$ cat src/rtl/sequence_generator.sv
// Serial pattern generator: emits a latched bit pattern MSB first, repeated a
// programmable number of times with optional idle gaps, then pulses done.
// Every output comes straight from a flop; next-output values are derived
// from next-state values so the first pattern bit appears one cycle after start.
module sequence_generator #(
    parameter int unsigned WIDTH      = 4,
    parameter int unsigned GAP_CYCLES = 2
) (
    input  logic             clk,
    input  logic             rst,
    input  logic             start,
    input  logic [WIDTH-1:0] pattern,
    input  logic [3:0]       repeat_cnt,
    input  logic             abort,
    output logic             out,
    output logic             valid,
    output logic             busy,
    output logic             done
);

    localparam int unsigned IdxW = (WIDTH > 1) ? $clog2(WIDTH) : 1;
    localparam logic [IdxW-1:0] IdxTop = IdxW'(WIDTH - 1);
    // Gap counter loads GAP_CYCLES-1 and counts down to 0 inclusive.
    localparam logic [3:0] GapLast = (GAP_CYCLES > 0) ? 4'(GAP_CYCLES - 1) : 4'd0;

    typedef enum logic [1:0] {
        StIdle,
        StSend,
        StGap,
        StDone
    } state_e;

    state_e           state_q, state_d;
    logic [WIDTH-1:0] pat_q, pat_d;
    logic [IdxW-1:0]  idx_q, idx_d;
    logic [3:0]       reps_q, reps_d;   // repetitions left, including the current one
    logic [3:0]       gap_q, gap_d;
    logic             out_q, out_d;
    logic             valid_q, valid_d;
    logic             busy_q, busy_d;
    logic             done_q, done_d;

    // Next-state, counter and next-output logic.
    always_comb begin
        state_d = state_q;
        pat_d   = pat_q;
        idx_d   = idx_q;
        reps_d  = reps_q;
        gap_d   = gap_q;

        unique case (state_q)
            StIdle: begin
                // start beats abort here; abort is meaningless in idle anyway.
                if (start) begin
                    state_d = StSend;
                    pat_d   = pattern;
                    reps_d  = (repeat_cnt == 4'd0) ? 4'd1 : repeat_cnt;
                    idx_d   = IdxTop;
                end
            end
            StSend: begin
                if (abort) begin
                    state_d = StIdle;
                    pat_d   = '0;
                    idx_d   = '0;
                    reps_d  = '0;
                    gap_d   = '0;
                end else if (idx_q == '0) begin
                    if (reps_q > 4'd1) begin
                        reps_d = reps_q - 4'd1;
                        idx_d  = IdxTop;
                        if (GAP_CYCLES > 0) begin
                            state_d = StGap;
                            gap_d   = GapLast;
                        end
                    end else begin
                        state_d = StDone;
                        reps_d  = '0;
                    end
                end else begin
                    idx_d = idx_q - IdxW'(1);
                end
            end
            StGap: begin
                if (abort) begin
                    state_d = StIdle;
                    pat_d   = '0;
                    idx_d   = '0;
                    reps_d  = '0;
                    gap_d   = '0;
                end else if (gap_q == 4'd0) begin
                    state_d = StSend;
                end else begin
                    gap_d = gap_q - 4'd1;
                end
            end
            StDone: begin
                // start is deliberately not looked at here.
                state_d = StIdle;
                pat_d   = '0;
                idx_d   = '0;
            end
            default: begin
                state_d = StIdle;
            end
        endcase

        out_d   = (state_d == StSend) && pat_d[idx_d];
        valid_d = (state_d == StSend);
        busy_d  = (state_d == StSend) || (state_d == StGap);
        done_d  = (state_d == StDone);
    end

    // State, counters and registered outputs; reset wins over everything.
    always_ff @(posedge clk) begin
        if (rst) begin
            state_q <= StIdle;
            pat_q   <= '0;
            idx_q   <= '0;
            reps_q  <= '0;
            gap_q   <= '0;
            out_q   <= 1'b0;
            valid_q <= 1'b0;
            busy_q  <= 1'b0;
            done_q  <= 1'b0;
        end else begin
            state_q <= state_d;
            pat_q   <= pat_d;
            idx_q   <= idx_d;
            reps_q  <= reps_d;
            gap_q   <= gap_d;
            out_q   <= out_d;
            valid_q <= valid_d;
            busy_q  <= busy_d;
            done_q  <= done_d;
        end
    end

    assign out   = out_q;
    assign valid = valid_q;
    assign busy  = busy_q;
    assign done  = done_q;

endmodule

$ cat config.mk
export PLATFORM = sky130hd
export DESIGN_NAME = sequence_generator
export DESIGN_NICKNAME = d
export VERILOG_FILES = /design/src/rtl/sequence_generator.sv
export SDC_FILE = /design/constraint.sdc
export NUM_CORES = 1
export LEC_CHECK = 0
export ABC_AREA = 1
export BUFFER_PORTS_ARGS = -buffer_cell sky130_fd_sc_hd__buf_4
export CAP_MARGIN = 10
export CORE_MARGIN = 2
export CORE_UTILIZATION = 60
export DETAILED_ROUTE_END_ITERATION = 10
export GPL_TIMING_DRIVEN = 0
export HOLD_SLACK_MARGIN = 0.05
export PLACE_DENSITY_LB_ADDON = 0.3
export SYNTH_ARGS = -nofsm -noshare
export SYNTH_HDL_FRONTEND = slang
export SYNTH_SLANG_ARGS = --single-unit
$ cat constraint.sdc
create_clock -name clk -period 3.8 [get_ports clk]
set_input_delay 0.76 -clock clk [delete_from_list [all_inputs] [get_ports clk]]
set_output_delay 0.76 -clock clk [all_outputs]
set_load 0.01 [all_outputs]
==> results.ini, run 1 <==
[drt]
dr.first_iter.drc_count = 34
wl_um = 2620
drc = 0
avgViaCountPerCell = 5.38
drt_pass1_iterations = 6
route.vias.total = 1237
wl_per_cell_um = 11.4
drtAntennaViolNets = 0

[critical_path]
crit_family = adder cells
crit_chain = inv_1 -> ha_1 -> nand2_1 -> inv_1 -> o21ai_0 -> o31ai_1 -> a22oi_1 -> inv_1 -> ha_1 -> inv_1 -> nor2_1
crit_arrival_ns = 2.20
crit_required_ns = 4.00
path_buf_inv = 4
start_kind = register
critPathKind = register to register
crit_top_cell = inv_1
slowest_stage = dfxtp_1
worst-path-max-fanout = 5
end_kind = register
cpPeakStageDelay_ns = 0.43

[timing]
post-route-min-period_ns = 2.00
fin_crit_sh = 0.527
fmax_mhz = 499
slew-limit-headroom = 0.690
rsz0062_at_grt = false
setup_viol = 0
skew_ns = 0.00135
finalSetupTns_ns = 0
drv_slew = 0
worst_pin_slew_ns = 0.462
fin_ws_ns = 1.80
hold_viol = 0

[finish]
drive_gt1_frac = 0.138
num-fill-cells = 171
syn_to_final_growth_pct = 14.3
fin_nets = 226
n_antenna_cell = 0

[place]
portBuffers = 14
gp_congestion = 0.838
hpwl_um = 1990
pre_cts_slack_ns = 1.61

[clocking]
cts.sinks = 20
post_cts_buffers = 0
cts_buffers = 3
ctsRootBufferMaster = clkbuf_4
cts_hold_buffers = 0
clock_latency_ns = 0.31
cts_tree = built
path_clk_slew_ns = 0.11
h-tree-depth = 1
clock_path_buffers = 2
cts_resized = 0

[global_route]
grt_pass1_wl_um = 4760
grt_max_degree = 12
antenna_found_initial = 0
grt_usage = 0.248
grt_pass1_vias = 1205
grt_overflow = 0

[synthesis]
synth_area_um2 = 1220
synth_area_per_cell_um2 = 6.60
ys_warn_count = 0
syn-num-nets = 207
synth-seq-area-share = 0.328
synthFlopType = dfxtp_1
synth_edf_count = 0
synthTopCellsByArea = dfxtp_1, nand2_1, ha_1, inv_1, nand3_1
synthCells = 185
yosys_register_bits = 20
synth_top_area_share = 0.328
ys_types = 25
synth-async-reset-ratio = 0
yosys.area.top_type = dfxtp_1

[die]
rows = 16
die-area_um2 = 2410
io_pins = 16
die_width_um = 49.1
initial_core_util = 0.629
core_area_um2 = 1940
die_y_um = 49.1

[min_path]
hold_class = register to register

[run_status]
run_status = complete, no violations

[power]
p_leak_nw = 0.718
p_per_area_nw_per_um2 = 404
irDropWorstVdd_mv = 0.274

[flow_run]
timing.max_cap.violations = 0

-- kinds of logic (layout without fill, tap and decap cells) --
kind of cell,after synthesis,in the layout,share of synthesized area
AOI/OAI and AO/OA,27,27,0.124
adders and majority gates,10,10,0.102
DFF,20,20,0.328
xor gates and xnor gates,2,2,0.0143
and+or+nand+nor,91,91,0.324
buffers and inverters,35,53,0.108
-- metal layers --
layer | up-vias | GRT usage | wire length [um] | share of wire
li1 | 615 | - | - | -
met1 | 577 | 0.287 | 1090 | 0.42
met2 | 38 | 0.439 | 1340 | 0.51
met3 | 7 | 0.0399 | 138 | 0.053
met4 | 0 | 0.119 | 47 | 0.018
met5 | - | 0 | 0 | 0
-- cells in the final DEF, fill, tap and decap left out, types with 2 or more instances in the layout --
master    netlist  routed
nand2_1        42      42
inv_1          30      30
nor2_1         22      22
dfxtp_1        20      20
nand3_1        18      18
o21ai_0        15      15
buf_4           0      14
ha_1           10      10
a21oi_1         5       5
inv_2           3       3
nor3_1          3       3
clkbuf_4        0       3
clkbuf_1        2       2
a211oi_1        2       2
-- worst min-delay path, cell delays in order (launching register included) --
cell and delay, ns:
dfxtp_1 0.35, nand2_1 0.07, a21oi_1 0.06
-- sequential cells by signal, indices dropped and copies added (netlist names) --
| signal | cells |
|---|---|
| busy | 1 |
| out | 1 |
| state_q | 2 |
| reps_q | 4 |
| valid | 1 |
| done | 1 |
| gap_q | 4 |
| pat_q | 4 |
| idx_q | 2 |
-- cell usage after synthesis, types with 2 or more instances --
cell type and instances:
inv_2 3, a21oi_1 5, nand2_1 42, a211oi_1 2
nand3_1 18, nor3_1 3, o21ai_0 15, nor2_1 22
ha_1 10, dfxtp_1 20, inv_1 30, clkbuf_1 2
-- area by class of cell --
class,count,area (um2),area share
clock buffers,4,36.3,0.0260
plain buffers,2,7.51,0.00538
flip-flops and latches,20,400,0.287
repair buffers,14,105,0.0753
inverters,33,124,0.0887
multi-input cells,130,689,0.494
well taps,27,33.8,0.0242
-- metrics by stage --
| stage | std cells | instance area [um2] | util | hold WS (ns) | power (mW) |
|---|---|---|---|---|---|
| floorplan | 185 | 1220 | - | 0.471 | 0.391 |
| global route | 230 | 1400 | 0.719 | 0.535 | 0.609 |
| finish | 230 | 1400 | 0.719 | 0.510 | 0.564 |
| CTS | 230 | 1400 | 0.719 | 0.512 | 0.565 |
| detailed placement | 226 | 1360 | 0.700 | 0.495 | 0.441 |
| global placement | 226 | 1360 | 0.700 | 0.487 | 0.432 |
-- worst paths after layout --
| kind | slack (ns) | startpoint | endpoint | cells after the start |
|---|---|---|---|---|
| worst max register to register | 1.80 | state_q[1]$_SDFF_PP0_ | busy$_SDFF_PP0_ | 11 |
| worst max-delay path | 1.80 | state_q[1]$_SDFF_PP0_ | busy$_SDFF_PP0_ | 11 |
| worst min register to register | 0.51 | reps_q[3]$_SDFFE_PP0P_ | reps_q[3]$_SDFFE_PP0P_ | 2 |
| worst min-delay path | 0.51 | reps_q[3]$_SDFFE_PP0P_ | reps_q[3]$_SDFFE_PP0P_ | 2 |
-- power by group --
group | internal [mW] | switching (mW) | leakage (nW)
sequential | 0.234 | 0.0180 | 0.165
combinational | 0.0723 | 0.114 | 0.532
clock | 0.0586 | 0.0669 | 0.0210
total | 0.365 | 0.199 | 0.718
(Power assumes the default switching activity.)
==> inputs of run 2 (changes only) <==
- ABC_AREA: 1 -> 0
- CORE_UTILIZATION: 60 -> 56
- clock period: 3.8 -> 1.95 ns (I/O delays scaled with it)
==> run 2 against run 1 <==
  * The run now ends with negative setup slack left
  * Non-clock buffer count grew 17
  * Combinational power increased to 2.8 times the previous value
  * Highest routed layer unchanged
  * Clock power rose by 95%
  * Largest power group is now combinational cells
  * Setup slack worse by 1.9 ns
  * Critical path type unchanged
  * Clock-buffer cell count did not move
  * Final cell count is 9.6% lower
==> results.ini, run 2 <==
[clocking]
ctsRootBufferMaster = clkbuf_4
h-tree-depth = 1  ; unchanged
cts_buffers = 3  ; unchanged
cts_tree = built
clock_latency_ns = 0.31  ; about the same
clock_path_buffers = 2  ; unchanged
path_clk_slew_ns = 0.12  ; about the same
cts.sinks = 20  ; unchanged

[timing]
hold_viol = 0  ; unchanged
fmax_mhz = 483  ; -3.3%
slew-limit-headroom = 0.493  ; -0.197
skew_ns = 0.0111  ; +0.00973 ns
setup_viol = 4  ; +4
fin_crit_sh = 1.06  ; +0.535
drv_slew = 0  ; unchanged
post-route-min-period_ns = 2.07  ; +0.0690 ns
rsz0062_at_grt = true
worst_pin_slew_ns = 0.748  ; +0.286 ns
fin_ws_ns = -0.122  ; -1.92 ns
fin_hold_ws_ns = 0.464  ; -0.0459 ns

[synthesis]
synth_area_per_cell_um2 = 8.42  ; +28%
synth_area_um2 = 1250  ; +2.8%
synth_edf_count = 0  ; unchanged
synth-async-reset-ratio = 0  ; unchanged
yosys.area.top_type = dfxtp_1
yosys_register_bits = 20  ; unchanged
synth-seq-area-share = 0.319  ; -0.00883
ys_types = 38  ; +52%
synthCells = 149  ; -19%
synth_common_cells = nor2_1, dfxtp_1, inv_1
syn-num-nets = 171  ; -17%
synthFlopType = dfxtp_1
synthTopCellsByArea = dfxtp_1, ha_1, mux2_2, nor2_1, nor2b_1
synth_most_common_cell = nor2_1
synth_top_area_share = 0.319  ; -0.00883
ys_warn_count = 0  ; unchanged

[drt]
drt_pass1_iterations = 4  ; -2
route.vias.total = 1214  ; -1.9%
wl_per_cell_um = 15.2  ; +34%
drc = 0  ; unchanged
drtAntennaViolNets = 0  ; unchanged
dr.first_iter.drc_count = 44  ; +29%
wl_um = 3170  ; +21%
avgViaCountPerCell = 5.84  ; +8.5%

[place]
pre_cts_slack_ns = -0.237  ; -1.85 ns
hpwl_um = 1960  ; -1.4%
portBuffers = 12  ; -2
gp_congestion = 0.793  ; -5.4%

[die]
initial_core_util = 0.578  ; -0.0504
die_y_um = 51.3  ; +4.5%
die_width_um = 51.3  ; +4.5%
die-area_um2 = 2640  ; +9.3%
core_area_um2 = 2170  ; +12%
io_pins = 16  ; unchanged
rows = 17  ; +1

[global_route]
grt_usage = 0.240  ; -0.00803
grt_pass1_wl_um = 4780  ; +0.42%
grt_max_degree = 12  ; unchanged
antenna_found_initial = 0  ; unchanged
grt_pass1_vias = 1125  ; -6.6%
grt_overflow = 0  ; unchanged

[critical_path]
crit_chain = buf_6 -> ha_4 -> or4b_4 -> nor4_4 -> o32a_2 -> ha_1 -> nor2b_4 -> nand2b_1 -> o22ai_1
cpPeakStageDelay_ns = 0.50  ; +0.07 ns
path_depth = 9  ; -2
rr_endpoint = out$_SDFF_PP0_
startpoint = state_q[0]$_SDFF_PP0_
regToRegSetupSlack_ns = -0.12  ; -1.92 ns
slowest_stage = or4b_4
crit_required_ns = 2.18  ; -1.82 ns
worst_r2r_path_depth = 9  ; -2
crit_family = simple AND/OR/NAND/NOR gates
critPathKind = register to register
crit_path_end = out$_SDFF_PP0_
start_kind = register
path_buf_inv = 1  ; -3
worst-path-max-fanout = 6  ; +1
timing.rr.start = state_q[0]$_SDFF_PP0_
end_kind = register
crit_arrival_ns = 2.31  ; +0.11 ns

[finish]
n_antenna_cell = 0  ; unchanged
syn_to_final_growth_pct = 35.9
drive_gt1_frac = 0.394  ; +0.257
num-fill-cells = 132  ; -23%
most-common-layout-cells = buf_4, nor2_1, dfxtp_1
fin_nets = 203  ; -10%
final_common_cell = buf_4
top_regs = gap_q: 4 flops, pat_q: 4 flops, reps_q: 4 flops

[run_status]
run_status = finished with violations
violations = negative setup slack

[min_path]
hold_class = input port to register

[power]
p_per_area_nw_per_um2 = 745  ; +84%
p_leak_nw = 0.702  ; -2.3%
irDropWorstVdd_mv = 0.619  ; +130%

[flow_run]
timing.max_cap.violations = 0  ; unchanged

==> run 2: cell types whose count changed in the layout (fill, tap and decap cells not counted), sizes merged, moves of 7 or more <==
cell and delta:
inv -21, nand3 -18, buf +15, mux2 +7, nor2b +9, nand2 -39, o21ai -12
==> run 2: cells by family (layout without fill, tap and decap cells) <==
group,after synthesis,count (layout),synth area share
and+or+nand+nor,52,52,0.215
AOI/OAI and AO/OA,40,40,0.231
xor gates and xnor gates,1,1,0.00698
adders and majority gates,10,10,0.0997
muxes,8,8,0.0708
DFF,20,20,0.319
buffers and inverters,18,49,0.0568
==> run 2: cell type report <==
type                    instances  area (um2)  share of cell area
plain buffers                   5        25.0              0.0147
repair buffers                 28         215               0.126
inverters                      12        52.6              0.0308
well taps                      28        35.0              0.0205
flip-flops and latches         20         417               0.244
clock buffers                   4        36.3              0.0213
multi-input cells             111         925               0.542
==> run 2: routing by layer <==
layer,track usage,share of wire,vias up
li1,-,-,586
met1,0.297,0.43,563
met2,0.422,0.49,54
met3,0.0380,0.057,11
met4,0.0789,0.018,0
met5,0,0,-
==> run 2: how the worst min path moves through the flow <==
stage | depth (start not counted) | startpoint | slack (ns) | endpoint
after global placement | 2 | gap_q[2]$_SDFFE_PP0P_ | 0.48 | gap_q[2]$_SDFFE_PP0P_
final | 5 | repeat_cnt[3] | 0.46 | reps_q[3]$_SDFFE_PP0P_
after CTS | 2 | rst | 0.47 | state_q[0]$_SDFF_PP0_
after global routing | 4 | pattern[3] | 0.48 | pat_q[3]$_SDFF_PP0_
after detailed placement | 2 | gap_q[2]$_SDFFE_PP0P_ | 0.49 | gap_q[2]$_SDFFE_PP0P_
after floorplan | 2 | gap_q[2]$_SDFFE_PP0P_ | 0.46 | gap_q[2]$_SDFFE_PP0P_
==> run 2: worst reg2reg max path: stages (launching register included) <==
cell and delay (ns):
dfxtp_4 0.38, buf_6 0.09, ha_4 0.15, or4b_4 0.51, nor4_4 0.16, o32a_2 0.22, ha_1 0.15, nor2b_4 0.15
nand2b_1 0.06, o22ai_1 0.14
==> run 2: where the power goes <==
part / internal [mW] / leakage [nW] / switching (mW)
Clock: 0.114 / 0.0210 / 0.130
Combinational: 0.266 / 0.513 / 0.253
Sequential: 0.457 / 0.168 / 0.0505
Total: 0.837 / 0.702 / 0.433
==> run 2: repair_timing <==
item | in CTS | in global routing
setup endpoints to repair | 10 | 10
hold buffers | 0 | 0
setup buffers | 10 | 6
pin swaps | 9 | 6
resized for setup | 28 | 13
==> run 2: stage by stage <==
stage	total power, mW	util	instances	area [um2]	TNS (ns)
after detailed placement	0.871	0.642	189	1390	-1.29
after global routing	1.34	0.786	208	1710	-0.544
final	1.27	0.786	208	1710	-0.235
after CTS	1.21	0.735	202	1590	-0.235
after global placement	0.855	0.642	189	1390	-0.544
after floorplan	0.777	-	149	1270	-0.00112
==> inputs of run 3 (changes only) <==
- CELL_PAD_IN_SITES_DETAIL_PLACEMENT: default -> 2
- CELL_PAD_IN_SITES_GLOBAL_PLACEMENT: default -> 2
- CORE_UTILIZATION: 56 -> 34
==> run 3 against run 2 <==
  * Setup slack worse by 0.16 ns
  * Clock skew down 0.0047 ns
  * Power up 22%
  * Final area up 5.3%
  * Die area up 59%
  * Sequential power up 2%
  * Flip-flop and latch count unchanged
  * The run still ends with negative setup slack left
  * Global-route usage down 4.5 points
  * Maximum frequency down 7.3%
  * Combinational power up 15%
  * Highest routed layer unchanged
  * Final cell count up 10%
  * Hold slack better by 0.039 ns
==> results.ini, run 3 (synthesis gave the netlist of run 2 again) <==
[drt]
wl_per_cell_um = 20.8  ; +37%
wl_um = 4770  ; +51%
avgViaCountPerCell = 5.48  ; -6.1%
route.vias.total = 1255  ; +3.4%
dr.first_iter.drc_count = 30  ; -32%
drt_pass1_iterations = 4  ; unchanged
drc = 0  ; unchanged
drtAntennaViolNets = 0  ; unchanged

[finish]
final_common_cell = buf_4
finalInstanceArea_um2 = 1800  ; +5.3%
most-common-layout-cells = buf_4, nor2_1, dfxtp_1
n_antenna_cell = 0  ; unchanged
top_regs = gap_q: 4 flops, pat_q: 4 flops, reps_q: 4 flops
final_util = 0.498  ; -0.288
drive_gt1_frac = 0.436  ; +0.0420
fin_nets = 204  ; +0.49%
syn_to_final_growth_pct = 43.1

[place]
hpwl_um = 2700  ; +38%
portBuffers = 12  ; unchanged
post_dp_cell_area_um2 = 1420  ; +1.8%
pre_cts_slack_ns = -0.388  ; -0.150 ns
gp_congestion = 0.780  ; -1.6%

[die]
core_area_um2 = 3610  ; +66%
io_pins = 16  ; unchanged
die_width_um = 64.8  ; +26%
die-area_um2 = 4190  ; +59%
rows = 22  ; +5
die_y_um = 64.8  ; +26%
initial_core_util = 0.348  ; -0.230

[power]
irDropWorstVdd_mv = 0.327  ; -47%
p_per_area_nw_per_um2 = 863  ; +16%
finalPower_mw = 1.55  ; +22%
p_leak_nw = 0.734  ; +4.6%

[timing]
fin_ws_ns = -0.284  ; -0.163 ns
slew-limit-headroom = 0.599  ; +0.106
skew_ns = 0.00639  ; -0.00469 ns
fmax_mhz = 448  ; -7.3%
hold_viol = 0  ; unchanged
post-route-min-period_ns = 2.23  ; +0.163 ns
fin_crit_sh = 1.15  ; +0.0834
setup_viol = 8  ; +4
fin_hold_ws_ns = 0.503  ; +0.0388 ns
worst_pin_slew_ns = 0.601  ; -0.147 ns
drv_slew = 0  ; unchanged
rsz0062_at_grt = true

[min_path]
hold_class = register to register
hold_start = gap_q[0]$_SDFFE_PP0P_
min_delay_worst_endpoint = gap_q[0]$_SDFFE_PP0P_
holdPathStages = 2  ; -3

[global_route]
grt_usage = 0.195  ; -0.0450
grt_overflow = 0  ; unchanged
grt_pass1_wl_um = 6180  ; +29%
grt_pass1_vias = 1273  ; +13%
antenna_found_initial = 0  ; unchanged
grt_max_degree = 13  ; +1

[clocking]
cts_tree = built
clock_latency_ns = 0.27  ; -0.04 ns
clock_path_buffers = 2  ; unchanged
h-tree-depth = 1  ; unchanged
path_clk_slew_ns = 0.09  ; -0.03 ns
cts.sinks = 20  ; unchanged
cts_buffers = 3  ; unchanged
ctsRootBufferMaster = clkbuf_8

[critical_path]
start_kind = register
slowest_stage = o31ai_2
crit_required_ns = 2.12  ; -0.06 ns
rr_endpoint = gap_q[1]$_SDFFE_PP0P_
worst-path-max-fanout = 4  ; -2
cpPeakStageDelay_ns = 0.46  ; -0.04 ns
critPathKind = register to register
crit_arrival_ns = 2.40  ; +0.09 ns
regToRegSetupSlack_ns = -0.28  ; -0.16 ns
crit_chain = inv_2 -> ha_4 -> or2_1 -> a211o_1 -> o31ai_2 -> nor2_1 -> mux2_4
crit_family = compound AO/OA/AOI/OAI gates
end_kind = register
worst_r2r_path_depth = 7  ; -2
timing.rr.start = reps_q[0]$_SDFFE_PP0P_
path_buf_inv = 1  ; unchanged

[run_status]
run_status = finished with violations
violations = negative setup slack

[flow_run]
timing.max_cap.violations = 0  ; unchanged

run 3: metal layers:
layer / GRT usage / part of all wire / wire length (um) / up-vias
met1: 0.234 / 0.42 / 2010 / 635
met5: 0 / 0 / 0 / -
met2: 0.343 / 0.54 / 2560 / 21
li1: - / - / - / 592
met4: 0.0957 / 0.022 / 106 / 0
met3: 0.0208 / 0.020 / 93 / 7
run 3: worst max-delay path by stage:
stage                                start                     to  slack (ns)  depth (start not counted)
global route         state_q[1]$_SDFF_PP0_         out$_SDFF_PP0_       -0.37                          7
floorplan                            abort         out$_SDFF_PP0_      -0.001                          8
CTS                  state_q[1]$_SDFF_PP0_         out$_SDFF_PP0_       -0.14                          9
global placement     state_q[1]$_SDFF_PP0_         out$_SDFF_PP0_       -0.31                          9
finish              reps_q[0]$_SDFFE_PP0P_  gap_q[1]$_SDFFE_PP0P_       -0.28                          7
detailed placement   state_q[1]$_SDFF_PP0_         out$_SDFF_PP0_       -0.39                          9
run 3: what timing repair did:
item / CTS / global route
gates resized for setup: 29 / 15
endpoints found under the setup margin: 11 / 10
pin swaps: 8 / 4
buffers inserted: 8 / 9
hold buffers: 0 / 0
run 3: stage by stage:
step | TNS, ns | cells
after detailed placement | -2.27 | 209
after global routing | -1.77 | 229
after global placement | -1.32 | 209
after floorplan | -0.00112 | 149
final | -1.06 | 229
after CTS | -0.546 | 221
run 3: final cells by class:
type,instances,area [um2]
Tap cell,48,60.1
Multi-Input combinational cell,111,957
Clock inverter,1,30.0
Clock buffer,3,41.3
Inverter,12,47.5
Sequential cell,20,412
Buffer,6,33.8
Fill cell,390,1810
Timing Repair Buffer,28,214
run 3: power breakdown:
part	switching [mW]	internal, mW	total (mW)
sequential	0.0591	0.457	0.516
combinational	0.308	0.287	0.595
clock	0.164	0.275	0.439
total	0.531	1.02	1.55
run 3: tightest hold or removal path, delay by kind of cell (launching register included):
| family | cells | cell delay [ns] |
|---|---|---|
| muxes | 1 | 0.06 |
| DFF | 1 | 0.35 |
| and+or+nand+nor | 1 | 0.06 |
